--- config.mk ---
export PLATFORM = sky130hd
export DESIGN_NAME = seq_gen_ctrl
export DESIGN_NICKNAME = d
export VERILOG_FILES = /design/src/rtl/seq_gen_pkg.sv /design/src/rtl/seq_gen_idx_cnt.sv /design/src/rtl/seq_gen_ctrl.sv
export SDC_FILE = /design/constraint.sdc
export NUM_CORES = 1
export LEC_CHECK = 0
export ABC_AREA = 1
export CORE_ASPECT_RATIO = 0.9
export CORE_MARGIN = 2
export CORE_UTILIZATION = 40
export CTS_CLUSTER_DIAMETER = 30
export DETAILED_ROUTE_END_ITERATION = 8
export HOLD_SLACK_MARGIN = 0.06
export PLACE_DENSITY = 0.7
export RECOVER_POWER = 50
export SKIP_LAST_GASP = 1
export SLEW_MARGIN = 5
export SYNTH_ARGS = -nofsm -noshare
export SYNTH_HDL_FRONTEND = slang
export SYNTH_SLANG_ARGS = --single-unit
export TNS_END_PERCENT = 1
--- constraint.sdc ---
create_clock -name clk -period 6 [get_ports clk]
set_clock_uncertainty 0.2 [all_clocks]
set_input_delay 1.2 -clock clk [delete_from_list [all_inputs] [get_ports clk]]
set_output_delay 1.2 -clock clk [all_outputs]
set_load 0.02 [all_outputs]
--- src/rtl/seq_gen_pkg.sv ---
// Shared types and sizing for the serial sequence generator.
// Latency: n/a (declarations only).
// Backpressure: n/a.
//
// Contents: FSM state encoding and default widths. LEN_W is derived so that
// the length field can hold the value PAT_W itself, not just PAT_W-1.
package seq_gen_pkg;

  typedef enum logic [1:0] {
    IDLE = 2'd0,
    RUN  = 2'd1,
    DONE = 2'd2
  } state_e;

  localparam int PAT_W_DEF = 16;
  localparam int LEN_W_DEF = $clog2(PAT_W_DEF) + 1;
  localparam int RPT_W_DEF = 8;

endpackage

--- src/rtl/seq_gen_idx_cnt.sv ---
// Bit-index down-counter plus period counter for the sequence generator.
// Latency: state updates one cycle after load_i/step_i.
// Backpressure: advances only on step_i (a consumed bit); holds otherwise.
//
// Ports: load_i restarts at idx=len-1/period 0; step_i consumes one bit;
// idx_o is the index of the bit currently presented; wrap_o flags idx 0;
// last_period_o flags the final period of a finite repeat count.
module seq_gen_idx_cnt #(
  parameter int LEN_W = 5,
  parameter int RPT_W = 8
) (
  input  logic             clk,
  input  logic             rst,
  input  logic             load_i,
  input  logic             step_i,
  input  logic [LEN_W-1:0] len_i,
  input  logic [RPT_W-1:0] rpt_i,
  output logic [LEN_W-1:0] idx_o,
  output logic             wrap_o,
  output logic             last_period_o
);

  logic [LEN_W-1:0] idx_q, idx_d;
  logic [RPT_W-1:0] cnt_q, cnt_d;
  logic [LEN_W-1:0] top_idx;

  assign top_idx = len_i - LEN_W'(1);

  always_comb begin
    idx_d = idx_q;
    cnt_d = cnt_q;
    if (load_i) begin
      idx_d = top_idx;
      cnt_d = '0;
    end else if (step_i) begin
      if (idx_q != '0) begin
        idx_d = idx_q - LEN_W'(1);
      end else begin
        idx_d = top_idx;
        // Infinite mode never terminates on count, so keep it frozen.
        if (rpt_i != '0) cnt_d = cnt_q + RPT_W'(1);
      end
    end
  end

  always_ff @(posedge clk) begin
    if (rst) begin
      idx_q <= '0;
      cnt_q <= '0;
    end else begin
      idx_q <= idx_d;
      cnt_q <= cnt_d;
    end
  end

  assign idx_o         = idx_q;
  assign wrap_o        = (idx_q == '0);
  assign last_period_o = (rpt_i != '0) && (cnt_q == rpt_i - RPT_W'(1));

endmodule

--- src/rtl/seq_gen_ctrl.sv ---
// Programmable serial sequence generator: plays a shadowed pattern MSB-first.
// Latency: start -> first bit valid next cycle; last handshake -> done next cycle.
// Backpressure: valid/ready per bit; dout held stable while valid && !ready.
//
// Ports: cfg_we/cfg_pattern/cfg_len/cfg_repeat load the shadow config (IDLE
// only), cfg_err is sticky on bad length or config while busy; start/stop
// control playback; dout/dout_valid/dout_ready is the bit stream; busy and
// done report progress. All outputs are registered.
module seq_gen_ctrl
  import seq_gen_pkg::*;
#(
  parameter int PAT_W = PAT_W_DEF,
  parameter int LEN_W = $clog2(PAT_W) + 1,
  parameter int RPT_W = RPT_W_DEF
) (
  input  logic             clk,
  input  logic             rst,
  input  logic             cfg_we,
  input  logic [PAT_W-1:0] cfg_pattern,
  input  logic [LEN_W-1:0] cfg_len,
  input  logic [RPT_W-1:0] cfg_repeat,
  output logic             cfg_err,
  input  logic             start,
  input  logic             stop,
  output logic             busy,
  output logic             dout,
  output logic             dout_valid,
  input  logic             dout_ready,
  output logic             done
);

  localparam logic [LEN_W-1:0] PAT_LEN_MAX = LEN_W'(PAT_W);

  state_e           state_q, state_d;
  logic [PAT_W-1:0] pat_q, pat_d;
  logic [LEN_W-1:0] len_q, len_d;
  logic [RPT_W-1:0] rpt_q, rpt_d;
  logic             err_q, err_d;
  logic             dout_q, dout_d;
  logic             vld_q, busy_q, done_q;

  logic             load, step, hs, cfg_len_ok;
  logic [LEN_W-1:0] idx, top_idx, nxt_idx;
  logic             wrap, last_period;
  logic [PAT_W-1:0] sh_top, sh_nxt;

  seq_gen_idx_cnt #(
    .LEN_W(LEN_W),
    .RPT_W(RPT_W)
  ) u_idx_cnt (
    .clk          (clk),
    .rst          (rst),
    .load_i       (load),
    .step_i       (step),
    .len_i        (len_q),
    .rpt_i        (rpt_q),
    .idx_o        (idx),
    .wrap_o       (wrap),
    .last_period_o(last_period)
  );

  assign hs         = vld_q && dout_ready;
  assign cfg_len_ok = (cfg_len != '0) && (cfg_len <= PAT_LEN_MAX);
  assign top_idx    = len_q - LEN_W'(1);
  // Index of the bit presented after the current one is consumed.
  assign nxt_idx    = wrap ? top_idx : (idx - LEN_W'(1));
  // Shift rather than index so a LEN_W-wide select needs no truncation.
  assign sh_top     = pat_q >> top_idx;
  assign sh_nxt     = pat_q >> nxt_idx;

  always_comb begin
    state_d = state_q;
    pat_d   = pat_q;
    len_d   = len_q;
    rpt_d   = rpt_q;
    err_d   = err_q;
    dout_d  = dout_q;
    load    = 1'b0;
    step    = 1'b0;

    if (cfg_we) begin
      if (state_q == IDLE && cfg_len_ok) begin
        pat_d = cfg_pattern;
        len_d = cfg_len;
        rpt_d = cfg_repeat;
        err_d = 1'b0;
      end else begin
        err_d = 1'b1;
      end
    end

    case (state_q)
      IDLE: begin
        if (start && !stop && len_q != '0) begin
          state_d = RUN;
          load    = 1'b1;
          dout_d  = sh_top[0];
        end
      end
      RUN: begin
        // A handshake coincident with stop is still a consumed bit.
        step = hs;
        if (stop || (hs && wrap && last_period)) begin
          state_d = DONE;
        end else if (hs) begin
          dout_d = sh_nxt[0];
        end
      end
      DONE:    state_d = IDLE;
      default: state_d = IDLE;
    endcase
  end

  always_ff @(posedge clk) begin
    if (rst) begin
      state_q <= IDLE;
      pat_q   <= '0;
      len_q   <= '0;
      rpt_q   <= '0;
      err_q   <= 1'b0;
      dout_q  <= 1'b0;
      vld_q   <= 1'b0;
      busy_q  <= 1'b0;
      done_q  <= 1'b0;
    end else begin
      state_q <= state_d;
      pat_q   <= pat_d;
      len_q   <= len_d;
      rpt_q   <= rpt_d;
      err_q   <= err_d;
      dout_q  <= dout_d;
      vld_q   <= (state_d == RUN);
      busy_q  <= (state_d != IDLE);
      done_q  <= (state_d == DONE);
    end
  end

  assign cfg_err    = err_q;
  assign busy       = busy_q;
  assign dout       = dout_q;
  assign dout_valid = vld_q;
  assign done       = done_q;

endmodule
# After elaboration in Yosys (flattened, before gate mapping)
# Cells that the tools add are included.
# W data, S select, Z words.
# totals
regBits	49
input_bits	35
out_inout_bits	5
word_cells	64
# op_classes
add_sub_neg	4
magnitude_cmp	1
eq_ne	7
n_shift	2
n_mux	15
bitwise_logic	1
reduce_logical	23
# op_table
op	n
$shr A16 B5 Y1	2
$mux W5	4
$reduce_bool A5 Y1	3
$sub A5 B1 Y5 const B	2
$add A8 B1 Y8 const B	1
$eq A8 B8 Y1	1
$logic_and A1 B1 Y1	8
$reduce_bool A8 Y1	1
$sub A8 B1 Y8 const B	1
$mux W1	7
$reduce_bool A2 Y1	3
$le A5 B5 Y1 const B	1
$logic_not A5 Y1	1
$eq A2 B1 Y1 const B	2
$mux W2	2
$ne A2 B2 Y1 const B	2
$pmux W2 S2	1
$reduce_and A4 Y1	1
$reduce_and A3 Y1	1
$eq A2 B2 Y1 const B	1
$logic_not A2 Y1	1
$ne A2 B1 Y1 const B	1
$pmux W1 S2	1
$reduce_and A2 Y1	1
other kinds (4)	4

# Depth between registers and ports, before layout
# Gate-level depths: netlist (run 1).
# depth
word_depth	8
depth_mapped	17
ltp_nobuf	17

# By module
# From an unflattened synthesis (run 1), not the netlist that was laid out.
# unflattened
cells_unflattened	432
hier_area_um2	2886.5
# modules_own_cells
mod	instances	cells_per_inst	area_per_inst_um2	seq_area_each_um2
seq_gen_ctrl	1	241	1689.1	720.7
seq_gen_idx_cnt	1	191	1197.4	260.2

# Worst setup path before layout (run 1)
# OpenSTA, ideal clock, no wires.
# synth_path
path_kind	input port to flip-flop
start	in cfg_len[0]
end	reg rpt_q[2]
setup_time_ns	0.128
arrival_time_ns	2.178
required_time_ns	5.672
slack_ns	3.493
cell_stages	6
path_buffers	1
path_cell_list	nor4_1 or2_2 nand4_2 buf_2 o21ai_0 a21oi_1
# synth_via
elab_chain_cells	4
elab_cells_between_ends	5
classes_between	order compare (1); reduce/logical (4)
# synth_lines
item	line_no	source
start, declared	seq_gen_ctrl.sv:20	input logic [LEN_W-1:0] cfg_len,
$le A5 B5 Y1 / $reduce_bool A5 Y1 (equally long branches)	seq_gen_ctrl.sv:63	assign cfg_len_ok = (cfg_len != '0) && (cfg_len <= PAT_LEN_MAX);
$logic_and A1 B1 Y1 *	seq_gen_ctrl.sv:63	
$logic_and A1 B1 Y1 *	seq_gen_ctrl.sv:82	if (state_q == IDLE && cfg_len_ok) begin
$reduce_and A2 Y1 (no line) *	--	
end signal, assigned	seq_gen_ctrl.sv:129	rpt_q <= rpt_d;
end, declared	seq_gen_ctrl.sv:37	logic [RPT_W-1:0] rpt_q, rpt_d;
# Mark *: on every way between the ends. The rest lies on a longest branch, timed or not.
# A chain may end at the register's enable or synchronous reset.

# Worst setup path after layout (run 1)
# layout_path
start	in cfg_len[0]
end	reg len_q[4]
# layout_via
elab_chain_cells	4
elab_cells_between_ends	5
classes_between	order compare (1); reduce/logical (4)
# layout_lines
item	line_no	source
$le A5 B5 Y1 / $reduce_bool A5 Y1 (equally long branches)	seq_gen_ctrl.sv:63	
$logic_and A1 B1 Y1 *	seq_gen_ctrl.sv:63	
$logic_and A1 B1 Y1 *	seq_gen_ctrl.sv:82	
$reduce_and A2 Y1 (no line) *	--	
end signal, assigned	seq_gen_ctrl.sv:128	len_q <= len_d;
end, declared	seq_gen_ctrl.sv:36	logic [LEN_W-1:0] len_q, len_d;
# Marked as above.

==> results of run 1 <==
-- area by class of cell --
| class | instances | area, um^2 |
|---|---|---|
| Clock inverter | 3 | 46.29 |
| Multi-Input combinational cell | 254 | 1331 |
| Timing Repair Buffer | 39 | 390.4 |
| Fill cell | 620 | 3065 |
| Sequential cell | 49 | 980.9 |
| Tap cell | 87 | 108.9 |
| Inverter | 59 | 224.0 |
| Clock buffer | 5 | 68.82 |
-- layer usage --
metal,track usage [%],vias up,share of wire (%)
met5,0,-,0
met4,8.209,0,2.5
met3,2.878,11,3.5
met2,25.70,52,42
met1,25.06,1033,52
li1,-,1290,-
-- kinds of logic after synthesis --
family	Yosys count
compound gates	85
xor+xnor	9
buf+inv	69
fa+ha+maj	4
simple gates	156
flops	49
-- metrics by stage --
step / area [um^2] / total power [mW] / instances
2_1_floorplan: 2606 / 0.5077 / 372
3_3_place_gp: 3063 / 0.5623 / 488
3_5_place_dp: 3063 / 0.5649 / 488
4_1_cts: 3178 / 0.8047 / 496
5_1_grt: 3151 / 0.8434 / 496
6_report: 3151 / 0.7967 / 496
-- power by group --
group | internal (mW) | switching [mW] | total [mW]
logic | 0.0811 | 0.119 | 0.200
clock network | 0.125 | 0.114 | 0.239
registers | 0.346 | 0.0116 | 0.358
total | 0.552 | 0.245 | 0.797
-- final timing paths --
check                                 from        to  slack, ps  cells after the start
worst max-delay path            cfg_len[0]  len_q[4]       1660                      7
worst min-delay path              pat_q[7]  pat_q[7]        260                      2
worst max register to register  state_q[0]  len_q[4]       2970                      5
worst min register to register    pat_q[7]  pat_q[7]        260                      2
-- tightest hold or removal path, delay by kind of cell (launching register included) --
| family | cells | cell delay, ps |
|---|---|---|
| compound gates | 1 | 60 |
| buf+inv | 1 | 60 |
| flops | 1 | 310 |
-- Yosys cell counts (3+ instances only) --
library cell | instances | share of area, %
nand2_1 | 61 | 8.8
nand4_1 | 3 | 0.72
nand2_2 | 7 | 1.7
nand3_2 | 3 | 1.2
nor2_1 | 23 | 3.3
nand3_1 | 40 | 7.7
inv_1 | 55 | 7.9
dfxtp_1 | 49 | 38
a21oi_1 | 36 | 6.9
or2_2 | 3 | 0.72
ha_1 | 4 | 1.9
o221ai_1 | 3 | 1.0
xor2_1 | 7 | 2.4
o21ai_0 | 38 | 7.3
clkbuf_1 | 8 | 1.2
-- sequential cells by signal (all words and copies together) (netlist names) --
signal / flops
done: 1
u_idx_cnt.idx_o: 5
busy: 1
len_q: 5
rpt_q: 8
cfg_err: 1
u_idx_cnt.cnt_q: 8
state_q: 2
pat_q: 16
dout_valid: 1
dout: 1
==> flow_summary.yaml, run 1 <==
floorplan:
  start_util_pct: 41.93
  die_h_um: 80.58
  rows: 27
  die_area_mm2: 0.007178
  core_area_mm2: 0.006216
  pin_count: 40
  die_width_um: 89.09
synthesis:
  syn_nets: 411
  synth_top_family_by_area: "simple AND/OR/NAND/NOR gates"
  ys_warn_count: 0
  synth_cell_types: 39
  yosysSeqAreaShare_pct: 37.64
  syn_area_mm2: 0.002606
  synth_xor_area_share_pct: 3.024
  synth_compound_area_share_pct: 17.33
  async_flop_share_pct: 0
  synth-edff-count: 0
  synth_cells: 372
  ys_ff_latch: 49
  post_synth.cell_area_avg_um2: 7.006
  synthMuxAreaShare_pct: 0
  yosys.area_share.simple_pct: 29.86
  synthAdderAreaFrac_pct: 1.920
  synthFlopType: "dfxtp_1"
timing:
  setup_tns_ps: 0
  finalSetupViolCount: 0
  finalMaxSlewViolations: 56
  rsz0062_at_grt: "false"
  hold_viol_final: 0
  slew_headroom_pct: -15.58
  fin_crit_ps: 4343
  fin_crit_sh_pct: 72.39
  fmax_mhz: 230.2
  hold_slack_ps: 262.7
  timing.final.ws_setup_ps: 1657
  tightestPinTransition_ps: 1729
layout:
  drive_gt1_share_pct: 7.090
  antennaDiodeCount: 0
  nNetsFinal: 447
  syn_to_final_growth_pct: 20.88
  layout_commonest_cell: "nand2_1"
  final_util_pct: 50.68
  final_cell_mix: "nand2_1 (63), inv_1 (55), dfxtp_1 (49), nand3_1 (41), o21ai_0 (38)"
clock_tree:
  clk_path_buf_depth: 2
  cts-root-buf: "clkbuf_8"
  htree_num_levels: 2
  insertion_delay_ps: 300
  ctsHoldBuffers: 0
  cts_tree: "built"
  cts_setup_buffers: 0
  cts.sinks: 49
  clk_pin_slew_ps: 90
  cts_buffers: 5
  cts_resized: 0
global_routing:
  grt_pass1_vias: 2194
  antenna_found_initial: 0
  grt_usage_pct: 17.62
  grt_pass1_wl_mm: 9.901
  grt-ovfl-total: 0
  grt_max_degree: 56
place:
  gp_routability_congestion: 0.8752
  pre_cts_slack_ps: 2083
  portBuffers: 39
  hpwl_mm: 4.341
setup_path:
  worstSetupPathType: "input port to register"
  end_kind: "register"
  crit_path_start_kind: "input port"
  crit_chain: "dlygate4sd3_1 -> nor4_1 -> or2_2 -> nand4_1 -> inv_1 -> o21ai_0 -> a21oi_1"
  crit_buf_inv: 2
  required_ps: 6040
  cpPeakStageDelay_ps: 1290
  crit_family: "simple AND/OR/NAND/NOR gates"
  slowest_stage: "nand4_1"
  crit_arrival_ps: 4380
  path_max_fanout: 55
status:
  status: "finished with violations"
  violations: "max-capacitance violations, max-slew violations"
power:
  leakage_nw: 1.331
  pwr_density_cell_mw_per_mm2: 252.9
  ir_drop_uv: 115.8
detailed_routing:
  drtPass1Iterations: 4
  vias: 2386
  wirelength_mm: 5.803
  vias_per_cell: 4.810
  postRouteAntennaNets: 0
  drc: 0
  routedWlPerCell_um: 11.70
  drt_iter0_markers: 166
hold_path:
  worstHoldPathType: "register to register"
job:
  maxCapViolCount: 1
(Power assumes the default switching activity.)
==> inputs of run 2 (changes only) <==
clock period = 4.13 ns   (was 6 ns; I/O delays follow)
==> run 2 against run 1 <==
  * The run now ends clean
  * Utilization down 0.20 points
  * Setup slack worse by 650 ps
  * Critical path depth up 1
  * Routed wire length up 0.65%
  * Combinational power up 46%
  * Non-clock buffer count up 1
  * Worst hold slack worse by 1.4 ps
  * Power up 38%
  * Die area unchanged
  * Final cell count up 0.20%
  * Flip-flop and latch count unchanged
  * Sequential share of layout area up 0.12 points
==> flow_summary.yaml, run 2 (same netlist as run 1, synthesis figures left out) <==
floorplan:
  pin_count: 40
  core_area_mm2: 0.006216
  die_width_um: 89.09
  start_util_pct: 41.93
  rows: 27
  die_h_um: 80.58
  die_area_mm2: 0.007178
global_routing:
  grt_max_degree: 56
  grt-ovfl-total: 0
  grt_pass1_vias: 2167
  antenna_found_initial: 0
  grt_pass1_wl_mm: 9.894
  grt_usage_pct: 17.31
setup_path:
  crit_chain: "dlygate4sd3_1 -> nor4_1 -> nand2_1 -> nand4_2 -> clkbuf_2 -> inv_1 -> o21ai_0 -> a21oi_1"
  crit_family: "buffers and inverters"
  cp-startpoint: "cfg_len[0]"
  end_kind: "register"
  path_max_fanout: 55
  worstSetupPathType: "input port to register"
  reg2reg_slack_ps: 1710
  required_ps: 4120
  cpPeakStageDelay_ps: 670
  crit_buf_inv: 3
  crit_path_start_kind: "input port"
  slowest_stage: "clkbuf_2"
  crit_arrival_ps: 3120
  r2r_start: "state_q[0]"
layout:
  syn_to_final_growth_pct: 20.40
  drive_gt1_share_pct: 7.561
  antennaDiodeCount: 0
  final_cell_mix: "nand2_1 (63), inv_1 (55), dfxtp_1 (49), nand3_1 (40), o21ai_0 (38)"
  layout_commonest_cell: "nand2_1"
  largest_reg_flops: 16
  final_area_mm2: 0.003138
  largest-register: "pat_q"
  nNetsFinal: 448
  reg_top3: "pat_q: 16 flops, rpt_q: 8 flops, u_idx_cnt.cnt_q: 8 flops"
place:
  post_dp_cell_area_mm2: 0.003070
  portBuffers: 39
  gp_routability_congestion: 0.8220
  hpwl_mm: 4.533
timing:
  fmax_mhz: 319.8
  rsz0062_at_grt: "false"
  finalSetupViolCount: 0
  tightestPinTransition_ps: 859.7
  hold_viol_final: 0
  fin_crit_ps: 3127
  setup_tns_ps: 0
  slew_headroom_pct: 42.69
  fin_crit_sh_pct: 75.72
  finalMaxSlewViolations: 0
clock_tree:
  cts_resized: 0
  cts-root-buf: "clkbuf_8"
  cts_tree: "built"
  clk_pin_slew_ps: 90
  cts.sinks: 49
  cts_buffers: 5
  insertion_delay_ps: 300
  ctsHoldBuffers: 0
  cts_setup_buffers: 0
  htree_num_levels: 2
  clk_path_buf_depth: 2
power:
  ir_drop_uv: 165.6
  pwr_density_cell_mw_per_mm2: 350.7
  leakage_nw: 1.325
detailed_routing:
  drt_iter0_markers: 158
  wirelength_mm: 5.841
  vias: 2422
  vias_per_cell: 4.873
  drc: 0
  routedWlPerCell_um: 11.75
  drtPass1Iterations: 4
  postRouteAntennaNets: 0
job:
  maxCapViolCount: 0
hold_path:
  worstHoldStart: "pat_q[4]"
  worstHoldPathType: "register to register"
status:
  status: "complete, no violations"
==> run 2: cell types whose count changed in the layout (fill, tap and decap cells not counted), sizes merged <==
cell,delta
bufinv,-1
inv,+1
clkbuf,+1
==> run 2: area by class of cell <==
class                           instances  area [um^2]
Clock inverter                          3        21.27
Sequential cell                        49        980.9
Clock buffer                            5        68.82
Tap cell                               87        108.9
Timing Repair Buffer                   40        395.4
Fill cell                             643         3078
Inverter                               59        224.0
Multi-Input combinational cell        254         1339
==> run 2: worst min-delay path: cells and delay by family, from the launching register on <==
family                 cells  cell delay (ps)
buffers and inverters      1               60
AO/OA/AOI/OAI              1               60
flip-flops                 1              310
==> run 2: path summary, 6_finish.rpt <==
path / end / cells past startpoint
setup / recovery: len_q[4] / 8
hold / removal: pat_q[4] / 2
setup reg to reg: u_idx_cnt.cnt_q[6] / 10
hold reg to reg: pat_q[4] / 2
==> run 2: metal layers <==
layer / up-vias / GRT usage [%] / share of wire [%]
li1: 1288 / - / -
met1: 1077 / 25.83 / 53
met2: 51 / 25.70 / 42
met3: 6 / 3.083 / 3.4
met4: 0 / 3.881 / 0.91
met5: - / 0 / 0
==> run 2: power breakdown <==
part	total [mW]	internal, mW	switching [mW]
Combinational	0.292	0.118	0.174
Sequential	0.520	0.503	0.0172
Clock	0.288	0.121	0.168
Total	1.10	0.741	0.359
==> run 2: metrics by stage <==
| step | power, mW | hold slack, ps | cells | util (%) | worst slack [ps] |
|---|---|---|---|---|---|
| 2_1_floorplan | 0.7376 | 230.1 | 372 | - | 1997 |
| 4_1_cts | 1.112 | 266.4 | 497 | 50.85 | 1483 |
| 5_1_grt | 1.167 | 279.9 | 497 | 50.48 | 813.3 |
| 3_5_place_dp | 0.8252 | 252.9 | 489 | 49.40 | 1154 |
| 3_3_place_gp | 0.8209 | 245.2 | 489 | 49.40 | 1246 |
| 6_report | 1.100 | 261.3 | 497 | 50.48 | 1003 |
==> inputs of run 3 (changes only) <==
PLACE_DENSITY = 0.73   (was 0.7)
clock period = 2.7 ns   (was 4.13 ns; I/O delays follow)
==> run 3 against run 2 <==
  * Via count is 1.5% higher
  * Routed wire length is 0.91% lower
  * Critical path type unchanged
  * Power is 69% higher
==> flow_summary.yaml, run 3 (same netlist as run 1, synthesis figures left out) <==
clock_tree:
  cts.sinks: 49
  htree_num_levels: 2
  ctsHoldBuffers: 0
  clk_pin_slew_ps: 90
  insertion_delay_ps: 300
  clk_path_buf_depth: 2
  cts_setup_buffers: 0
  cts_tree: "built"
  cts_resized: 0
  cts-root-buf: "clkbuf_8"
  cts_buffers: 5
layout:
  syn_to_final_growth_pct: 24.05
  nNetsFinal: 451
  final_area_mm2: 0.003233
  largest_reg_flops: 16
  final_cell_mix: "nand2_1 (61), inv_1 (55), dfxtp_1 (49), nand3_1 (40), o21ai_0 (38)"
  reg_top3: "pat_q: 16 flops, rpt_q: 8 flops, u_idx_cnt.cnt_q: 8 flops"
  layout_commonest_cell: "nand2_1"
  largest-register: "pat_q"
  nFillCells: 609
  instances_no_fill: 500
  final_util_pct: 52.01
  drive_gt1_share_pct: 9.201
  antennaDiodeCount: 0
timing:
  fin_crit_sh_pct: 82.95
  tightestPinTransition_ps: 328.7
  finalSetupViolCount: 0
  timing.final.ws_setup_ps: 460.3
  hold_viol_final: 0
  hold_slack_ps: 257.1
  fin_crit_ps: 2240
  slew_headroom_pct: 77.85
  finalMaxSlewViolations: 0
  rsz0062_at_grt: "false"
  fmax_mhz: 446.5
  setup_tns_ps: 0
power:
  switching_share_pct: 28.81
  leakage_nw: 1.370
  pwr-share-comb_pct: 24.4
  switching_power_mw: 0.5361
  power_mw: 1.861
  ir_drop_uv: 354.6
  pwr_density_cell_mw_per_mm2: 575.6
  pwr-share-clk_pct: 32.9
  internal-power_mw: 1.325
  seq_power_share_pct: 42.7
global_routing:
  grt-ovfl-total: 0
  antenna_found_initial: 0
  grt_usage_pct: 17.57
  grt_pass1_vias: 2142
  grt_pass1_wl_mm: 9.880
  grt_max_degree: 56
place:
  gp_routability_congestion: 0.8726
  post-place-cells: 492
  hpwl_mm: 4.440
  post_dp_cell_area_mm2: 0.003105
  portBuffers: 39
  pre_cts_slack_ps: 307.9
floorplan:
  die_area_mm2: 0.007178
  die_width_um: 89.09
  die_h_um: 80.58
  start_util_pct: 41.93
  core_area_mm2: 0.006216
  pin_count: 40
  rows: 27
setup_path:
  crit_chain: "dlygate4sd3_1 -> nor4_1 -> or2_2 -> nand4_1 -> buf_12 -> inv_1 -> o21ai_0 -> a21oi_1"
  reg2reg_slack_ps: 490
  worstSetupPathType: "input port to register"
  required_ps: 2740
  cpPeakStageDelay_ps: 550
  slowest_stage: "dlygate4sd3_1"
  crit_arrival_ps: 2280
  path_max_fanout: 55
  crit_path_start_kind: "input port"
  end_kind: "register"
status:
  status: "complete, no violations"
job:
  maxCapViolCount: 0
hold_path:
  worstHoldPathType: "register to register"
detailed_routing:
  vias_per_cell: 4.916
  postRouteAntennaNets: 0
  wirelength_mm: 5.788
  drc: 0
  routedWlPerCell_um: 11.58
  vias: 2458
  drt_iter0_markers: 136
  drtPass1Iterations: 5
==> run 3: area by class of cell <==
type / instances / area [um^2] / area share [%]
Timing Repair Buffer: 43 / 432.9 / 13.39
Multi-Input combinational cell: 254 / 1353 / 41.83
Tap cell: 87 / 108.9 / 3.367
Clock inverter: 3 / 65.06 / 2.012
Clock buffer: 5 / 68.82 / 2.128
Sequential cell: 49 / 980.9 / 30.34
Inverter: 59 / 224.0 / 6.927
==> run 3: path summary, 6_finish.rpt <==
check / endpoint / cells past startpoint / startpoint
setup / recovery: len_q[4] / 8 / cfg_len[0]
hold / removal: pat_q[7] / 2 / pat_q[7]
setup reg to reg: dout / 11 / len_q[0]
hold reg to reg: pat_q[7] / 2 / pat_q[7]
==> run 3: worst max-delay path, delay by kind of cell <==
kind | cells | cell delay [ps]
AND/OR/NAND/NOR | 3 | 620
AO/OA/AOI/OAI | 2 | 220
buffers and inverters | 3 | 910
==> run 3: power groups by stage <==
stage | logic, mW | clock network (mW) | registers, mW
floorplan | 0.317 | 0 | 0.812
global placement | 0.449 | 0 | 0.810
detailed placement | 0.454 | 0 | 0.812
CTS | 0.456 | 0.625 | 0.795
global route | 0.520 | 0.656 | 0.800
finish | 0.455 | 0.612 | 0.795
==> run 3: routing by layer <==
metal / up-vias / share of wire [%] / track usage [%]
li1: 1299 / - / -
met1: 1067 / 52 / 26.89
met2: 88 / 41 / 24.96
met3: 4 / 6.6 / 3.494
met4: 0 / 0.83 / 4.030
met5: - / 0 / 0
